**config.mk**
```make
export PLATFORM = sky130hd
export DESIGN_NAME = adc1align_flat
export DESIGN_NICKNAME = d
export VERILOG_FILES = /design/src/rtl/adc1align_pkg.sv /design/src/rtl/adc1align_if.sv /design/src/rtl/adc1align_eye.sv /design/src/rtl/adc1align.sv /design/src/flat_wrapper.sv
export SDC_FILE = /design/constraint.sdc
export NUM_CORES = 1
export LEC_CHECK = 0
export ABC_AREA = 1
export CAP_MARGIN = 10
export CELL_PAD_IN_SITES_DETAIL_PLACEMENT = 1
export CELL_PAD_IN_SITES_GLOBAL_PLACEMENT = 1
export CORE_AREA = 2 2 123 95
export CTS_BUF_LIST = sky130_fd_sc_hd__clkbuf_8
export CTS_CLUSTER_SIZE = 24
export DETAILED_ROUTE_END_ITERATION = 8
export DIE_AREA = 0 0 125 97
export PLACE_DENSITY = 0.87
export SLEW_MARGIN = 20
export SYNTH_ARGS = -nofsm -noshare
export SYNTH_HDL_FRONTEND = slang
export SYNTH_SLANG_ARGS = --single-unit
export TNS_END_PERCENT = 10
```
**constraint.sdc**
```tcl
create_clock -name CLK -period 4.58 [get_ports CLK]
set_input_delay 0.916 -clock CLK [delete_from_list [all_inputs] [get_ports CLK]]
set_output_delay 0.916 -clock CLK [all_outputs]
set_load 0.01 [all_outputs]
```
**src/rtl/adc1align_pkg.sv**
```systemverilog
// Shared types and constants for the adc1align bit-line training sequencer.
// ADC1RCVD_WIDTH is the word width shared with the adc1rcvd receiver.
package adc1align_pkg;

  localparam int ADC1RCVD_WIDTH = 6;
  localparam int MAX_SLIPS      = 12;
  localparam int TAP_W          = 8;
  localparam int RUN_W          = 9;

  typedef enum logic [3:0] {
    ST_IDLE,
    ST_SRESET,
    ST_DRESET,
    ST_WAIT,
    ST_SCAN,
    ST_STEP,
    ST_CRST,
    ST_CINC,
    ST_SLIP,
    ST_CHECK,
    ST_FIN
  } state_t;

  // Floor centre of a run: start + len/2, computed at run width so it cannot wrap.
  function automatic logic [TAP_W-1:0] eye_centre(input logic [TAP_W-1:0] start,
                                                  input logic [RUN_W-1:0] len);
    logic [RUN_W-1:0] sum;
    sum = {1'b0, start} + (len >> 1);
    return sum[TAP_W-1:0];
  endfunction

endpackage

```
**src/rtl/adc1align_if.sv**
```systemverilog
// Control/status bundle between adc1align and the channel logic.
// EYE_LO/EYE_HI exist only when ADC1ALIGN_EYEREPORT_EN is defined.
interface adc1align_if;
  import adc1align_pkg::*;

  logic                      START;
  logic [ADC1RCVD_WIDTH-1:0] DIN;
  logic                      SRST;
  logic                      DINC;
  logic                      DRST;
  logic                      BS;
  logic                      BUSY;
  logic                      DONE;
  logic                      FAIL;
  logic [TAP_W-1:0]          TAP;
`ifdef ADC1ALIGN_EYEREPORT_EN
  logic [TAP_W-1:0]          EYE_LO;
  logic [TAP_W-1:0]          EYE_HI;
`endif

  modport master (
    output START, DIN,
    input  SRST, DINC, DRST, BS, BUSY, DONE, FAIL, TAP
`ifdef ADC1ALIGN_EYEREPORT_EN
    , input EYE_LO, EYE_HI
`endif
  );

  modport slave (
    input  START, DIN,
    output SRST, DINC, DRST, BS, BUSY, DONE, FAIL, TAP
`ifdef ADC1ALIGN_EYEREPORT_EN
    , output EYE_LO, EYE_HI
`endif
  );

endinterface

```
**src/rtl/adc1align_eye.sv**
```systemverilog
// Stable-window tracker: follows the current run of good taps and keeps the best one.
// Eye bounds (ADC1ALIGN_EYEREPORT_EN) are taken from the committed best run.
module adc1align_eye
  import adc1align_pkg::*;
(
  input  logic             clk,
  input  logic             rst,
  input  logic             clear,
  input  logic             tap_good,
  input  logic             tap_bad,
  input  logic [TAP_W-1:0] tap,
  output logic [RUN_W-1:0] fin_len,
  output logic [TAP_W-1:0] centre
`ifdef ADC1ALIGN_EYEREPORT_EN
  ,
  output logic [TAP_W-1:0] eye_lo,
  output logic [TAP_W-1:0] eye_hi
`endif
);

  logic [TAP_W-1:0] cur_start;
  logic [RUN_W-1:0] cur_len;
  logic [TAP_W-1:0] best_start;
  logic [RUN_W-1:0] best_len;
  logic             take_cur;
  logic [TAP_W-1:0] fin_start;

  always_ff @(posedge clk) begin
    if (rst || clear) begin
      cur_start  <= '0;
      cur_len    <= '0;
      best_start <= '0;
      best_len   <= '0;
    end else if (tap_good) begin
      if (cur_len == '0) cur_start <= tap;
      cur_len <= cur_len + 1'b1;
    end else if (tap_bad) begin
      // Strictly longer replaces; a tie keeps the earlier run.
      if (cur_len > best_len) begin
        best_start <= cur_start;
        best_len   <= cur_len;
      end
      cur_len <= '0;
    end
  end

  // Result as if the open run were closed now, so the caller can decide in one cycle.
  assign take_cur  = (cur_len > best_len);
  assign fin_start = take_cur ? cur_start : best_start;
  assign fin_len   = take_cur ? cur_len : best_len;
  assign centre    = eye_centre(fin_start, fin_len);

`ifdef ADC1ALIGN_EYEREPORT_EN
  assign eye_lo = best_start;
  assign eye_hi = best_start + best_len[TAP_W-1:0] - 1'b1;
`endif

endmodule

```
**src/rtl/adc1align.sv**
```systemverilog
// One-shot IODELAY/bitslip training sequencer for a single ADC bit line.
// Optional eye report outputs are enabled with ADC1ALIGN_EYEREPORT_EN.
module adc1align
  import adc1align_pkg::*;
#(
  parameter logic [ADC1RCVD_WIDTH-1:0] PATTERN = 6'b111000,
  parameter int NSAMP  = 64,
  parameter int MAXTAP = 63,
  parameter int SETTLE = 8,
  parameter int MINEYE = 4
) (
  input  logic       CLK,
  input  logic       RST,
  adc1align_if.slave bus
);

  localparam int SCNT_W = (NSAMP > 1) ? $clog2(NSAMP) : 1;
  localparam int WCNT_W = $clog2(SETTLE + 2);
  localparam logic [SCNT_W-1:0] LAST_SAMP   = SCNT_W'(NSAMP - 1);
  localparam logic [WCNT_W-1:0] SETTLE_L    = WCNT_W'(SETTLE);
  localparam logic [TAP_W-1:0]  MAX_TAP_L   = TAP_W'(MAXTAP);
  localparam logic [RUN_W-1:0]  MINEYE_L    = RUN_W'(MINEYE);
  localparam logic [3:0]        MAX_SLIPS_L = 4'(MAX_SLIPS);

  state_t                    state;
  state_t                    ret_state;
  logic [SCNT_W-1:0]         scnt;
  logic [WCNT_W-1:0]         wcnt;
  logic [3:0]                slips;
  logic [ADC1RCVD_WIDTH-1:0] ref_word_p0;
  logic                      good_p0;
  logic                      match_p0;
  logic [TAP_W-1:0]          tap_r;
  logic [TAP_W-1:0]          centre_r;
  logic                      srst_r, dinc_r, drst_r, bs_r;
  logic                      busy_r, done_r, fail_r;

  logic                      last_samp;
  logic                      scan_ok;
  logic                      check_ok;
  logic                      at_max;
  logic                      eye_clear;
  logic                      tap_good;
  logic                      tap_bad;
  logic [RUN_W-1:0]          fin_len;
  logic [TAP_W-1:0]          centre;
`ifdef ADC1ALIGN_EYEREPORT_EN
  logic [TAP_W-1:0]          eye_lo, eye_hi;
  logic [TAP_W-1:0]          eye_lo_r, eye_hi_r;
`endif

  assign last_samp = (scnt == LAST_SAMP);
  assign scan_ok   = (scnt == '0) || (good_p0 && (bus.DIN == ref_word_p0));
  assign check_ok  = ((scnt == '0) || match_p0) && (bus.DIN == PATTERN);
  assign at_max    = (tap_r == MAX_TAP_L);
  assign eye_clear = (state == ST_IDLE) && bus.START;
  assign tap_good  = (state == ST_SCAN) && last_samp && scan_ok;
  assign tap_bad   = ((state == ST_SCAN) && last_samp && !scan_ok) ||
                     ((state == ST_STEP) && at_max);

  adc1align_eye u_eye (
    .clk      (CLK),
    .rst      (RST),
    .clear    (eye_clear),
    .tap_good (tap_good),
    .tap_bad  (tap_bad),
    .tap      (tap_r),
    .fin_len  (fin_len),
    .centre   (centre)
`ifdef ADC1ALIGN_EYEREPORT_EN
    ,
    .eye_lo   (eye_lo),
    .eye_hi   (eye_hi)
`endif
  );

  // Sample registers carry no reset; they are always written before being read.
  always_ff @(posedge CLK) begin
    if (state == ST_SCAN) begin
      if (scnt == '0) ref_word_p0 <= bus.DIN;
      good_p0 <= scan_ok;
    end
    if (state == ST_CHECK) match_p0 <= check_ok;
  end

  // Every DINC/DRST/BS pulse is issued on entry to WAIT, which then holds SETTLE+1 cycles.
  always_ff @(posedge CLK) begin
    if (RST) begin
      state     <= ST_IDLE;
      ret_state <= ST_IDLE;
      scnt      <= '0;
      wcnt      <= '0;
      slips     <= '0;
      tap_r     <= '0;
      centre_r  <= '0;
      srst_r    <= 1'b0;
      dinc_r    <= 1'b0;
      drst_r    <= 1'b0;
      bs_r      <= 1'b0;
      busy_r    <= 1'b0;
      done_r    <= 1'b0;
      fail_r    <= 1'b0;
`ifdef ADC1ALIGN_EYEREPORT_EN
      eye_lo_r  <= '0;
      eye_hi_r  <= '0;
`endif
    end else begin
      dinc_r <= 1'b0;
      drst_r <= 1'b0;
      bs_r   <= 1'b0;
      case (state)
        ST_IDLE: begin
          if (bus.START) begin
            done_r <= 1'b0;
            fail_r <= 1'b0;
            busy_r <= 1'b1;
            srst_r <= 1'b1;
            wcnt   <= '0;
`ifdef ADC1ALIGN_EYEREPORT_EN
            eye_lo_r <= '0;
            eye_hi_r <= '0;
`endif
            state  <= ST_SRESET;
          end
        end
        ST_SRESET: begin
          if (wcnt == WCNT_W'(1)) begin
            srst_r <= 1'b0;
            state  <= ST_DRESET;
          end else begin
            wcnt <= wcnt + 1'b1;
          end
        end
        ST_DRESET, ST_CRST: begin
          drst_r    <= 1'b1;
          tap_r     <= '0;
          wcnt      <= '0;
          ret_state <= (state == ST_DRESET) ? ST_SCAN : ST_CINC;
          state     <= ST_WAIT;
        end
        ST_WAIT: begin
          if (wcnt == SETTLE_L) begin
            wcnt  <= '0;
            scnt  <= '0;
            state <= ret_state;
          end else begin
            wcnt <= wcnt + 1'b1;
          end
        end
        ST_SCAN: begin
          scnt <= scnt + 1'b1;
          if (last_samp) state <= ST_STEP;
        end
        ST_STEP: begin
          if (at_max) begin
            if (fin_len < MINEYE_L) begin
              fail_r <= 1'b1;
              busy_r <= 1'b0;
              state  <= ST_FIN;
            end else begin
              centre_r <= centre;
              state    <= ST_CRST;
            end
          end else begin
            dinc_r    <= 1'b1;
            tap_r     <= tap_r + 1'b1;
            wcnt      <= '0;
            ret_state <= ST_SCAN;
            state     <= ST_WAIT;
          end
        end
        ST_CINC: begin
          if (tap_r == centre_r) begin
            slips <= '0;
            scnt  <= '0;
            state <= ST_CHECK;
          end else begin
            dinc_r    <= 1'b1;
            tap_r     <= tap_r + 1'b1;
            wcnt      <= '0;
            ret_state <= ST_CINC;
            state     <= ST_WAIT;
          end
        end
        ST_CHECK: begin
          scnt <= scnt + 1'b1;
          if (last_samp) begin
            if (check_ok) begin
              done_r <= 1'b1;
              busy_r <= 1'b0;
`ifdef ADC1ALIGN_EYEREPORT_EN
              eye_lo_r <= eye_lo;
              eye_hi_r <= eye_hi;
`endif
              state  <= ST_FIN;
            end else if (slips < MAX_SLIPS_L) begin
              state <= ST_SLIP;
            end else begin
              fail_r <= 1'b1;
              busy_r <= 1'b0;
              state  <= ST_FIN;
            end
          end
        end
        ST_SLIP: begin
          bs_r      <= 1'b1;
          slips     <= slips + 1'b1;
          wcnt      <= '0;
          ret_state <= ST_CHECK;
          state     <= ST_WAIT;
        end
        ST_FIN: state <= ST_IDLE;
        default: state <= ST_IDLE;
      endcase
    end
  end

  assign bus.SRST = srst_r;
  assign bus.DINC = dinc_r;
  assign bus.DRST = drst_r;
  assign bus.BS   = bs_r;
  assign bus.BUSY = busy_r;
  assign bus.DONE = done_r;
  assign bus.FAIL = fail_r;
  assign bus.TAP  = tap_r;
`ifdef ADC1ALIGN_EYEREPORT_EN
  assign bus.EYE_LO = eye_lo_r;
  assign bus.EYE_HI = eye_hi_r;
`endif

endmodule
```
**src/flat_wrapper.sv**
```systemverilog
// flat-port wrapper written by rule: the top's interface ports become plain ports
module adc1align_flat import adc1align_pkg::*;
#(
  parameter logic [ADC1RCVD_WIDTH-1:0] PATTERN = 6'b111000,
  parameter int NSAMP  = 64,
  parameter int MAXTAP = 63,
  parameter int SETTLE = 8,
  parameter int MINEYE = 4
)
  (CLK, RST, bus_START, bus_DIN, bus_SRST, bus_DINC, bus_DRST, bus_BS, bus_BUSY, bus_DONE, bus_FAIL, bus_TAP);
  adc1align_if bus_i ();
  input  logic CLK;
  input  logic RST;
  input wire logic [$bits(bus_i.START)-1:0] bus_START;
  input wire logic [$bits(bus_i.DIN)-1:0] bus_DIN;
  output wire logic [$bits(bus_i.SRST)-1:0] bus_SRST;
  output wire logic [$bits(bus_i.DINC)-1:0] bus_DINC;
  output wire logic [$bits(bus_i.DRST)-1:0] bus_DRST;
  output wire logic [$bits(bus_i.BS)-1:0] bus_BS;
  output wire logic [$bits(bus_i.BUSY)-1:0] bus_BUSY;
  output wire logic [$bits(bus_i.DONE)-1:0] bus_DONE;
  output wire logic [$bits(bus_i.FAIL)-1:0] bus_FAIL;
  output wire logic [$bits(bus_i.TAP)-1:0] bus_TAP;
  assign bus_i.START = bus_START;
  assign bus_i.DIN = bus_DIN;
  assign bus_SRST = bus_i.SRST;
  assign bus_DINC = bus_i.DINC;
  assign bus_DRST = bus_i.DRST;
  assign bus_BS = bus_i.BS;
  assign bus_BUSY = bus_i.BUSY;
  assign bus_DONE = bus_i.DONE;
  assign bus_FAIL = bus_i.FAIL;
  assign bus_TAP = bus_i.TAP;
  adc1align #(.PATTERN(PATTERN), .NSAMP(NSAMP), .MAXTAP(MAXTAP), .SETTLE(SETTLE), .MINEYE(MINEYE)) u_core (.CLK(CLK), .RST(RST), .bus(bus_i));
endmodule
```
==> results.md <==
- Status: complete, no violations
- Layout cells sized above 1: 6.782%
- Worst Setup Slack post-DPL: 1.286 ns
- Vias in the first global route: 4691
- Sink Count: 87
- Core Area: 10820 um2
- EDFF count, synth: 8
- Critical path buffers and inverters: 2
- Clk_lat worst skew: 0.37 ns
- Setup TNS: 0 ns
- Via count: 4458
- Worst vdd ir: 0.0001768 V
- Seq/Total Area, Yosys: 37.67%
- Area of the multi-input gates: 2541 um2
- Mapped Cells: 666
- Initial DRC Count: 197
- Max-cap violations: 0
- Commonest non-fill, non-tap cell in the layout: nand2_1
- Gpl congestion: 0.8956
- RSZ-0062 raised after global routing: no
- Top Family by Delay on Critical Path: simple AND/OR/NAND/NOR gates
- Cell Area, Synth: 4836 um2
- CTS Hold Bufs: 0
- Final Skew: 0.008266 ns
- Pins over their slew limit: 0
- Yosys reg bits: 87
- Hpwl dp: 10.41 mm
- Yosys warns: 0
- Die area: 12130 um2
- Post-cts sizing count: 0
- Drt total wl: 13.57 mm
- CP max-delay cell: dfxtp_1
- CP arrival: 3.63 ns
- Fin crit share: 73.27%
- Worst stage delay on the critical path: 0.38 ns
- F_max: 298.0 MHz
- Row count: 33
- Die Wd: 125 um
- GRT Total Usage: 22.98%
- Global-route wire length before repair: 22.91 mm
- Hold/Removal Path Class: reg2reg
- Max_slew headroom: 55.22%
- Critical Setup Path Class: reg2reg
- CTS tree: yes
- Cell mode on critical path: nand2_1
- DR WL/cell: 16.29 um
- Critical Path RT: 4.85 ns
- Worst setup margin: 1.224 ns
- Final hold violation count: 0
- Dominant synthesized flop cell: dfxtp_1
- Post-route minimum period: 3.356 ns
- Worst Setup End Kind: register
- Crit Path Max Fanout: 29
- Crit path cell chain: inv_1 -> ha_1 -> nand2_1 -> nor2_4 -> nand4_2 -> nand2_4 -> nand2_1 -> o21ai_1 -> inv_1 -> ha_1 -> a21oi_1 -> nand2_1 -> nand2_1 -> nand2_1 -> a21oi_1 -> o21ai_0 -> nand2_1 -> a21oi_1 -> nor2_1 -> nor2_1
- Drt pass-1 iters: 4
- Initial antenna violation count: 0
- Leak Pwr: 0.002241 uW
- Initial Util: 44.70%
- Final net count: 722
- Synth-to-Final Area Change: 11.00%
- N_diodes: 0
- Crit path launch type: register
- Setup bufs post-CTS: 0
- Post-DR vias/cell: 5.352
- Final setup violation count: 0
- I/O Pins: 24
- Fillers: 1421
- IO buf count: 23
- Most frequent cells in the layout: nand2_1, inv_1, dfxtp_1
- Maximum level of the CTS H-tree: 3
- Yosys cell types: 45
- Storage cell area: 1822 um2
- Die H: 97 um
- Total gr overflow: 0
- Largest net degree at the start of global routing: 30
- Avg Inst Size Synth: 7.261 um2
- Clock transition at path regs: 0.09 ns
- Clock root cell: clkbuf_8
- Syn_nets: 700
- Power Density: 317.3 nW/um2
- Post-route ant nets: 0
- Async set-reset flop share out of synthesis: 0%
- Clock Path Buffers: 2
- CTS buffer count: 9
- Worst-Margin Slew: 0.6701 ns
- DRC viols: 0
metal layers:
| metal | vias up | share of wire, % | wire [um] | track usage, % |
|---|---|---|---|---|
| met2 | 70 | 46 | 6269 | 38.13 |
| li1 | 2206 | - | - | - |
| met3 | 16 | 3.5 | 472 | 4.480 |
| met1 | 2166 | 49 | 6666 | 31.11 |
| met5 | - | 0 | 0 | 0 |
| met4 | 0 | 1.2 | 162 | 5.043 |
cells in the mapped netlist, types with 3 or more instances:
cell        n  area (um2)
dfxtp_1    79        1582
edfxtp_1    8       240.2
a211oi_1    4       30.03
a21oi_1    68       340.3
ha_1       24       300.3
inv_2       7       26.28
nor2_1     61       229.0
o21ai_0    46       230.2
inv_1      95       356.6
nand2_4     6       67.56
nand3_1    21       105.1
nor3_1     17       85.08
xnor2_1     9       78.83
o22ai_1     3       18.77
buf_2       5       25.02
xor2_1     15       131.4
clkbuf_1    5       18.77
o21ai_1     6       30.03
nor2_4      3       33.78
nand4_1    10       62.56
nand2_1   140       525.5
registers in the layout, summed over array words and instances, names as in the netlist, 4 cells and up:
| name | cells |
|---|---|
| u_core.u_eye.cur_start | 8 |
| u_core.u_eye.best_len | 9 |
| u_core.ref_word_p0 | 6 |
| u_core.slips | 4 |
| u_core.bus.TAP | 8 |
| u_core.u_eye.best_start | 8 |
| u_core.state | 4 |
| u_core.u_eye.cur_len | 9 |
| u_core.wcnt | 4 |
| u_core.scnt | 6 |
| u_core.ret_state | 4 |
| u_core.centre_r | 8 |
report_power, final:
group | leakage [uW] | total [uW] | switching [uW] | internal [uW]
Combinational | 0.00144 | 344 | 226 | 118
Sequential | 0.000711 | 829 | 28.5 | 801
Clock | 0.0000946 | 530 | 288 | 242
cell type report:
type | instances | share of cell area (%)
tap | 140 | 3.263
clock buffer | 12 | 3.077
multi-input combinational | 462 | 47.34
clock inverter | 4 | 0.5361
timing repair buffer | 26 | 4.709
sequential | 87 | 33.94
inverter | 102 | 7.133
worst paths after layout:
kind | from | endpoint | slack, ns | cells after the start
min | u_core.u_eye.cur_start[6]$_SDFFE_PP0P_ | u_core.u_eye.cur_start[6]$_SDFFE_PP0P_ | 0.47 | 2
max | u_core.u_eye.best_len[6]$_SDFFE_PP0P_ | u_core.centre_r[7]$_SDFFE_PP0P_ | 1.22 | 20
min reg2reg | u_core.u_eye.cur_start[6]$_SDFFE_PP0P_ | u_core.u_eye.cur_start[6]$_SDFFE_PP0P_ | 0.47 | 2
max reg2reg | u_core.u_eye.best_len[6]$_SDFFE_PP0P_ | u_core.centre_r[7]$_SDFFE_PP0P_ | 1.22 | 20
per-stage QoR:
step                total power, uW  instances  utilization (%)  hold WS [ns]  area [um2]
floorplan                      1069        666                -        0.4242        4836
global placement               1166        817            47.83        0.4446        5174
detailed placement             1187        817            47.83        0.4625        5174
CTS                            1711        833            49.62        0.4748        5368
global route                   1786        833            49.62        0.4941        5368
finish                         1703        833            49.62        0.4686        5368
kinds of logic (layout without fill, tap and decap cells):
kind of cell | Yosys count | count (layout) | share of synthesized area [%]
AND/OR/NAND/NOR | 272 | 272 | 25.46
flip-flops | 87 | 87 | 37.67
adder cells (fa/ha/maj) | 25 | 25 | 6.624
buffers and inverters | 117 | 144 | 9.780
XOR/XNOR | 24 | 24 | 4.347
AO/OA/AOI/OAI | 141 | 141 | 16.12
worst min-delay path: stages, from the launching register on:
cell and delay (ns):
dfxtp_1 0.31, inv_1 0.06, a21oi_1 0.06
(Power assumes the default switching activity.)
